<file path="config.mk">
export PLATFORM = sky130hd
export DESIGN_NAME = wb_regfile_flat
export DESIGN_NICKNAME = d
export VERILOG_FILES = /design/src/rtl/mips_pkg.sv /design/src/rtl/wb_regfile_if.sv /design/src/rtl/wb_regfile_core.sv /design/src/rtl/wb_regfile.sv /design/src/flat_wrapper.sv
export SDC_FILE = /design/constraint.sdc
export NUM_CORES = 2
export LEC_CHECK = 0
export ABC_AREA = 0
export CAP_MARGIN = 10
export CORE_AREA = 5 5 364 366
export CTS_CLUSTER_SIZE = 8
export DETAILED_ROUTE_END_ITERATION = 6
export DIE_AREA = 0 0 369 371
export PLACE_DENSITY = 0.67
export SLEW_MARGIN = 20
export SYNTH_ARGS = -nofsm -noshare
export SYNTH_HDL_FRONTEND = slang
export SYNTH_HIERARCHICAL = 1
export SYNTH_SLANG_ARGS = --single-unit
</file>
<file path="constraint.sdc">
create_clock -name clk -period 46.7 [get_ports clk]
set_input_delay 7.005 -clock clk [delete_from_list [all_inputs] [get_ports clk]]
set_output_delay 7.005 -clock clk [all_outputs]
set_load 0.01 [all_outputs]
</file>
<file path="src/rtl/mips_pkg.sv">
// Shared MIPS pipeline definitions: write-back control field layout and
// default datapath widths.
package mips_pkg;

  localparam int DATA_W_DEF    = 32;
  localparam int ADDR_W_DEF    = 5;
  localparam int CNT_W_DEF     = 32;

  // Bit positions inside the 2-bit wb_ctrl field from the MEM/WB register
  localparam int WB_REG_WRITE  = 1;
  localparam int WB_MEM_TO_REG = 0;

  localparam int REG_ZERO      = 0;

  typedef enum logic [1:0] {
    WB_BUBBLE   = 2'b00,
    WB_NOP_LOAD = 2'b01,
    WB_ALU      = 2'b10,
    WB_LOAD     = 2'b11
  } wb_ctrl_e;

endpackage

</file>
<file path="src/rtl/wb_regfile_if.sv">
// Write-back / register-read bundle between the pipeline (master) and the
// write-back stage with its register file (slave).
interface wb_regfile_if
  import mips_pkg::*;
#(
  parameter int DATA_W = DATA_W_DEF,
  parameter int ADDR_W = ADDR_W_DEF,
  parameter int CNT_W  = CNT_W_DEF
);

  logic [1:0]        wb_ctrl;
  logic [ADDR_W-1:0] wb_rd;
  logic [DATA_W-1:0] wb_mem_data;
  logic [DATA_W-1:0] wb_alu_res;
  logic [ADDR_W-1:0] rs_addr;
  logic [ADDR_W-1:0] rt_addr;
  logic [DATA_W-1:0] rs_data;
  logic [DATA_W-1:0] rt_data;
  logic [DATA_W-1:0] wb_data;
  logic              wb_commit;
  logic [CNT_W-1:0]  retire_cnt;

  modport master (
    output wb_ctrl, wb_rd, wb_mem_data, wb_alu_res, rs_addr, rt_addr,
    input  rs_data, rt_data, wb_data, wb_commit, retire_cnt
  );

  modport slave (
    input  wb_ctrl, wb_rd, wb_mem_data, wb_alu_res, rs_addr, rt_addr,
    output rs_data, rt_data, wb_data, wb_commit, retire_cnt
  );

endinterface

</file>
<file path="src/rtl/wb_regfile_core.sv">
// 2-read/1-write architectural register array with hardwired zero register
// and optional same-cycle write-to-read bypass.
module regfile_core
  import mips_pkg::*;
#(
  parameter int DATA_W = DATA_W_DEF,
  parameter int ADDR_W = ADDR_W_DEF,
  parameter int BYPASS = 1
) (
  input  logic              clk,
  input  logic              rst,
  input  logic              we,
  input  logic [ADDR_W-1:0] waddr,
  input  logic [DATA_W-1:0] wdata,
  input  logic [ADDR_W-1:0] raddr_a,
  input  logic [ADDR_W-1:0] raddr_b,
  output logic [DATA_W-1:0] rdata_a,
  output logic [DATA_W-1:0] rdata_b
);

  localparam int DEPTH = 2 ** ADDR_W;

  logic [DATA_W-1:0] regs_r [DEPTH];
  logic              wr_en_s;

  assign wr_en_s = we && (waddr != ADDR_W'(REG_ZERO));

  // Register storage: async clear, writes to the zero register are dropped
  always_ff @(posedge clk or posedge rst) begin
    if (rst) begin
      for (int i = 0; i < DEPTH; i++) begin
        regs_r[i] <= '0;
      end
    end else if (wr_en_s) begin
      regs_r[waddr] <= wdata;
    end else begin
      regs_r[waddr] <= regs_r[waddr];
    end
  end

  // Port A read mux: zero register wins over the bypass path
  always_comb begin
    rdata_a = regs_r[raddr_a];
    if (raddr_a == ADDR_W'(REG_ZERO)) begin
      rdata_a = '0;
    end else if ((BYPASS != 0) && wr_en_s && (raddr_a == waddr)) begin
      rdata_a = wdata;
    end else begin
      rdata_a = regs_r[raddr_a];
    end
  end

  // Port B read mux, identical rules to port A
  always_comb begin
    rdata_b = regs_r[raddr_b];
    if (raddr_b == ADDR_W'(REG_ZERO)) begin
      rdata_b = '0;
    end else if ((BYPASS != 0) && wr_en_s && (raddr_b == waddr)) begin
      rdata_b = wdata;
    end else begin
      rdata_b = regs_r[raddr_b];
    end
  end

endmodule

</file>
<file path="src/rtl/wb_regfile.sv">
// MIPS write-back stage: selects the write-back value, commits it to the
// register file and counts retired register writes.
module wb_regfile
  import mips_pkg::*;
#(
  parameter int DATA_W = DATA_W_DEF,
  parameter int ADDR_W = ADDR_W_DEF,
  parameter int BYPASS = 1,
  parameter int CNT_W  = CNT_W_DEF
) (
  input  logic         clk,
  input  logic         rst,
  wb_regfile_if.slave  bus
);

  logic [DATA_W-1:0] wb_data_s;
  logic              commit_s;
  logic [CNT_W-1:0]  retire_cnt_r;
  logic [DATA_W-1:0] rs_data_s;
  logic [DATA_W-1:0] rt_data_s;

  // Write-back source select: load data or ALU result
  always_comb begin
    wb_data_s = bus.wb_alu_res;
    if (bus.wb_ctrl[WB_MEM_TO_REG]) begin
      wb_data_s = bus.wb_mem_data;
    end else begin
      wb_data_s = bus.wb_alu_res;
    end
  end

  // A bubble or a write aimed at $zero never counts as a commit
  always_comb begin
    commit_s = 1'b0;
    if (bus.wb_ctrl[WB_REG_WRITE] && (bus.wb_rd != ADDR_W'(REG_ZERO))) begin
      commit_s = 1'b1;
    end else begin
      commit_s = 1'b0;
    end
  end

  // Retired-write counter, free-running wrap
  always_ff @(posedge clk or posedge rst) begin
    if (rst) begin
      retire_cnt_r <= '0;
    end else if (commit_s) begin
      retire_cnt_r <= retire_cnt_r + CNT_W'(1);
    end else begin
      retire_cnt_r <= retire_cnt_r;
    end
  end

  regfile_core #(
    .DATA_W (DATA_W),
    .ADDR_W (ADDR_W),
    .BYPASS (BYPASS)
  ) u_core (
    .clk     (clk),
    .rst     (rst),
    .we      (commit_s),
    .waddr   (bus.wb_rd),
    .wdata   (wb_data_s),
    .raddr_a (bus.rs_addr),
    .raddr_b (bus.rt_addr),
    .rdata_a (rs_data_s),
    .rdata_b (rt_data_s)
  );

  assign bus.wb_data    = wb_data_s;
  assign bus.wb_commit  = commit_s;
  assign bus.retire_cnt = retire_cnt_r;
  assign bus.rs_data    = rs_data_s;
  assign bus.rt_data    = rt_data_s;

endmodule

</file>
<file path="src/flat_wrapper.sv">
// flat-port wrapper written by rule: the top's interface ports become plain ports
module wb_regfile_flat import mips_pkg::*;
#(
  parameter int DATA_W = DATA_W_DEF,
  parameter int ADDR_W = ADDR_W_DEF,
  parameter int BYPASS = 1,
  parameter int CNT_W  = CNT_W_DEF
)
  (clk, rst, bus_wb_ctrl, bus_wb_rd, bus_wb_mem_data, bus_wb_alu_res, bus_rs_addr, bus_rt_addr, bus_rs_data, bus_rt_data, bus_wb_data, bus_wb_commit, bus_retire_cnt);
  wb_regfile_if #(.DATA_W(DATA_W), .ADDR_W(ADDR_W), .CNT_W(CNT_W)) bus_i ();
  input  logic clk;
  input  logic rst;
  input wire logic [$bits(bus_i.wb_ctrl)-1:0] bus_wb_ctrl;
  input wire logic [$bits(bus_i.wb_rd)-1:0] bus_wb_rd;
  input wire logic [$bits(bus_i.wb_mem_data)-1:0] bus_wb_mem_data;
  input wire logic [$bits(bus_i.wb_alu_res)-1:0] bus_wb_alu_res;
  input wire logic [$bits(bus_i.rs_addr)-1:0] bus_rs_addr;
  input wire logic [$bits(bus_i.rt_addr)-1:0] bus_rt_addr;
  output wire logic [$bits(bus_i.rs_data)-1:0] bus_rs_data;
  output wire logic [$bits(bus_i.rt_data)-1:0] bus_rt_data;
  output wire logic [$bits(bus_i.wb_data)-1:0] bus_wb_data;
  output wire logic [$bits(bus_i.wb_commit)-1:0] bus_wb_commit;
  output wire logic [$bits(bus_i.retire_cnt)-1:0] bus_retire_cnt;
  assign bus_i.wb_ctrl = bus_wb_ctrl;
  assign bus_i.wb_rd = bus_wb_rd;
  assign bus_i.wb_mem_data = bus_wb_mem_data;
  assign bus_i.wb_alu_res = bus_wb_alu_res;
  assign bus_i.rs_addr = bus_rs_addr;
  assign bus_i.rt_addr = bus_rt_addr;
  assign bus_rs_data = bus_i.rs_data;
  assign bus_rt_data = bus_i.rt_data;
  assign bus_wb_data = bus_i.wb_data;
  assign bus_wb_commit = bus_i.wb_commit;
  assign bus_retire_cnt = bus_i.retire_cnt;
  wb_regfile #(.DATA_W(DATA_W), .ADDR_W(ADDR_W), .BYPASS(BYPASS), .CNT_W(CNT_W)) u_core (.clk(clk), .rst(rst), .bus(bus_i));
endmodule
</file>
==> results.yml <==
status:
  outcome: "complete, no violations"
drt:
  firstDrtPassIters: 7
  vias_per_cell: 7.29
  post_drt_wl_per_cell_um: 35.0
  drt_first_iter_violations: 9435
  drt_wl_total_um: 276000
  vias: 57300
  ant_nets: 0
  route.detailed.drc: 0
floorplan:
  die_h_um: 371
  core.rowCount: 132
  core_area_um2: 129000
  fp.dieArea_um2: 137000
  dieWidth_um: 369
  initial_core_util_pct: 49.6
  ios: 212
critical_path:
  cp_slowest_stage_delay_ns: 0.63
  crit_slowest_cell: "clkdlybuf4s50_1"
  cp-end-kind: "output port"
  startpoint_type: "input pin"
  cp_max_fo: 28
  required_ns: 39.69
  crit_top_cell: "buf_4"
  crit_chain: "clkdlybuf4s50_1, buf_4, or4_4, o21ai_4, inv_2, a21boi_4, buf_4, nand3_2, buf_4, nand2_2, o211ai_1, clkdlybuf4s50_1"
  cp.arrival_ns: 11.76
  critical_path_class: "input pin to output port"
synthesis:
  synthCells: 6281
  yosysUniqueCellTypes: 83
  ys_seq_area_share_pct: 41.4
  synth-edff-count: 0
  ys.flop_type: "dfrtp_1"
  syn-cell-area_um2: 63900
  ys_ff_latch: 1056
  yosys_warnings: 6
  syn-num-nets: 6365
  async_flop_share_pct: 100
  syn_area_per_cell_um2: 10.2
finish:
  nets: 6237
  final_area_um2: 71000
  drive_gt1_share_pct: 15.1
  area_growth_pct: 11.1
grt:
  grt_pass1_vias: 54100
  grt_max_degree: 167
  grt_pass1_wl_um: 391000
  grt_overflow: 0
  antenna_found_initial: 18
  grt_usage_pct: 39.4
clock_network:
  cts_resized: 0
  numCtsBuffers: 150
  path_clk_slew_ns: 0.05
  cts-hold-fix-buffers: 0
  cts_setup_buffers: 0
  clock-sinks: 1056
  cts_root_buf: "clkbuf_16"
  clk_latency_ns: 0.78
  cts_buffer_depth: 3
  htreeDepth: 4
  cts_tree: "built"
sta:
  finClkSkew_ns: 0.0335
  relSlewSlack_pct: 12.4
  min_period_over_period_pct: 40.2
  max_slew.worst_pin.slew_ns: 1.31
  setup_violations: 0
  slew_viol_final: 0
  rsz0062_at_grt: "no"
  hold_ws_ns: 0.421
  hold_viol_final: 0
  setup_tns_ns: 0
  min_period_ns: 18.76
  fmaxAchievable_mhz: 53.3
power_and_ir_drop:
  finalPower_mw: 3.20
  p_leak_nw: 30.7
  peakVddDrop_v: 0.0000416
  p_per_area_nw_per_um2: 45.2
placed_design:
  numPortBuffers: 211
  place_area_um2: 66800
  dp_hpwl_um: 162000
  place.gp.congestion: 0.966
job:
  maxCapViolCount: 0
min_path:
  hp-class: "flop to flop"
[state kept, by name, summed over array words and instances, names as in the netlist]
name                   count
u_core/bus.retire_cnt     32
u_core/u_core/regs_r    1024
[final cells by class]
type / count / area (um^2)
Fill cell: 11200 / 57900
Multi-Input combinational cell: 4559 / 34900
Sequential cell: 1056 / 26400
Clock buffer: 162 / 3950
Timing Repair Buffer: 377 / 3420
Tap cell: 1675 / 2100
Clock inverter: 8 / 104
Antenna cell: 22 / 55.1
Inverter: 9 / 41.3
[cell usage in the layout, fill, tap and decap left out, types with 26 or more instances in the layout]
| master | count |
|---|---|
| nand2_1 | 1137 |
| dfrtp_1 | 1056 |
| o21ai_0 | 963 |
| mux2i_1 | 718 |
| mux4_2 | 420 |
| clkdlybuf4s50_1 | 197 |
| a22oi_1 | 177 |
| buf_4 | 162 |
| clkbuf_16 | 156 |
| o22ai_1 | 118 |
| a21oi_1 | 110 |
| o21ai_1 | 109 |
| nand3_1 | 100 |
| nor2_1 | 82 |
| nor3_1 | 75 |
| mux2_2 | 56 |
| a221oi_1 | 52 |
| nand4_1 | 48 |
| xnor2_1 | 29 |
| nor2b_1 | 28 |
| o211ai_1 | 28 |
| a211oi_1 | 26 |
[final timing paths]
check	from	endpoint	slack, ns	depth (start not counted)
setup / recovery	bus_wb_rd[3]	bus_rt_data[18]	27.94	12
hold / removal	u_core/u_core/regs_r[1000]	u_core/u_core/regs_r[1000]	0.42	0
setup reg to reg	u_core/u_core/regs_r[397]	u_core/u_core/regs_r[749]	44.01	7
hold reg to reg	u_core/u_core/regs_r[1000]	u_core/u_core/regs_r[1000]	0.42	0
max in group asynchronous	rst	u_core/u_core/regs_r[521]	36.75	5
min in group asynchronous	rst	u_core/bus.retire_cnt[0]	6.81	2
[power breakdown]
group          switching [mW]  internal (mW)
sequential              0.230           1.13
combinational           0.456          0.390
clock                   0.410          0.588
[per-layer routing]
metal	share of wire, %	routed length, um	track usage, %	vias up
met5	0.037	101	0	-
met2	40	110000	54.2	4989
met4	9.4	26000	28.7	14
met3	16	43000	17.2	1452
li1	-	-	-	22900
met1	35	96200	49.4	28000
[through the flow]
step                util (%)  worst slack [ns]  std cells
finish                  55.1             27.94       7868
detailed placement      51.9             28.08       7676
floorplan                  -             10.88       6281
global route            55.1             27.96       7850
global placement        51.9             28.15       7676
CTS                     55.0             28.08       7846
[logic make-up after synthesis]
kind of cell,count (synthesis),synth area share [%]
compound gates,1673,15.1
simple gates,1650,11.1
mux,1194,27.0
flops,1056,41.4
buf+inv,666,4.77
xor+xnor,41,0.574
fa+ha+maj,1,0.0196
[Yosys cell counts (5+ instances only)]
cell	n	share of area [%]
o21ai_1	111	0.87
clkbuf_1	416	2.4
o311a_1	8	0.13
mux4_2	420	15
nor4_1	25	0.24
buf_4	53	0.62
a21oi_1	111	0.87
a31oi_1	5	0.049
or2_2	6	0.059
nand4_1	48	0.47
nand2b_1	17	0.17
nor2_2	7	0.069
mux2_2	56	0.99
and3_1	10	0.098
nand2_1	1160	6.8
nor3b_1	11	0.13
dfrtp_1	1056	41
clkbuf_2	10	0.078
o22ai_1	119	1.2
buf_2	135	1.1
xor2_1	11	0.15
nor2_1	93	0.55
a211oi_1	26	0.31
a221oi_1	52	0.71
and2_1	10	0.098
a22o_1	13	0.18
o21bai_1	5	0.059
a22oi_1	177	2.1
o211ai_1	28	0.33
xnor2_1	29	0.40
inv_1	7	0.041
nor2b_1	42	0.41
nor3_1	77	0.60
mux2i_1	718	11
o221ai_1	8	0.11
buf_1	22	0.13
a211o_1	5	0.069
a221o_1	16	0.25
o21ai_0	964	7.6
buf_6	19	0.33
nand3_1	108	0.85
[critical path, delay by kind of cell]
kind | cells | cell delay [ns]
compound gates | 3 | 1.11
simple gates | 3 | 1.32
buf+inv | 6 | 2.29
Power figures use the tool's default switching activity.
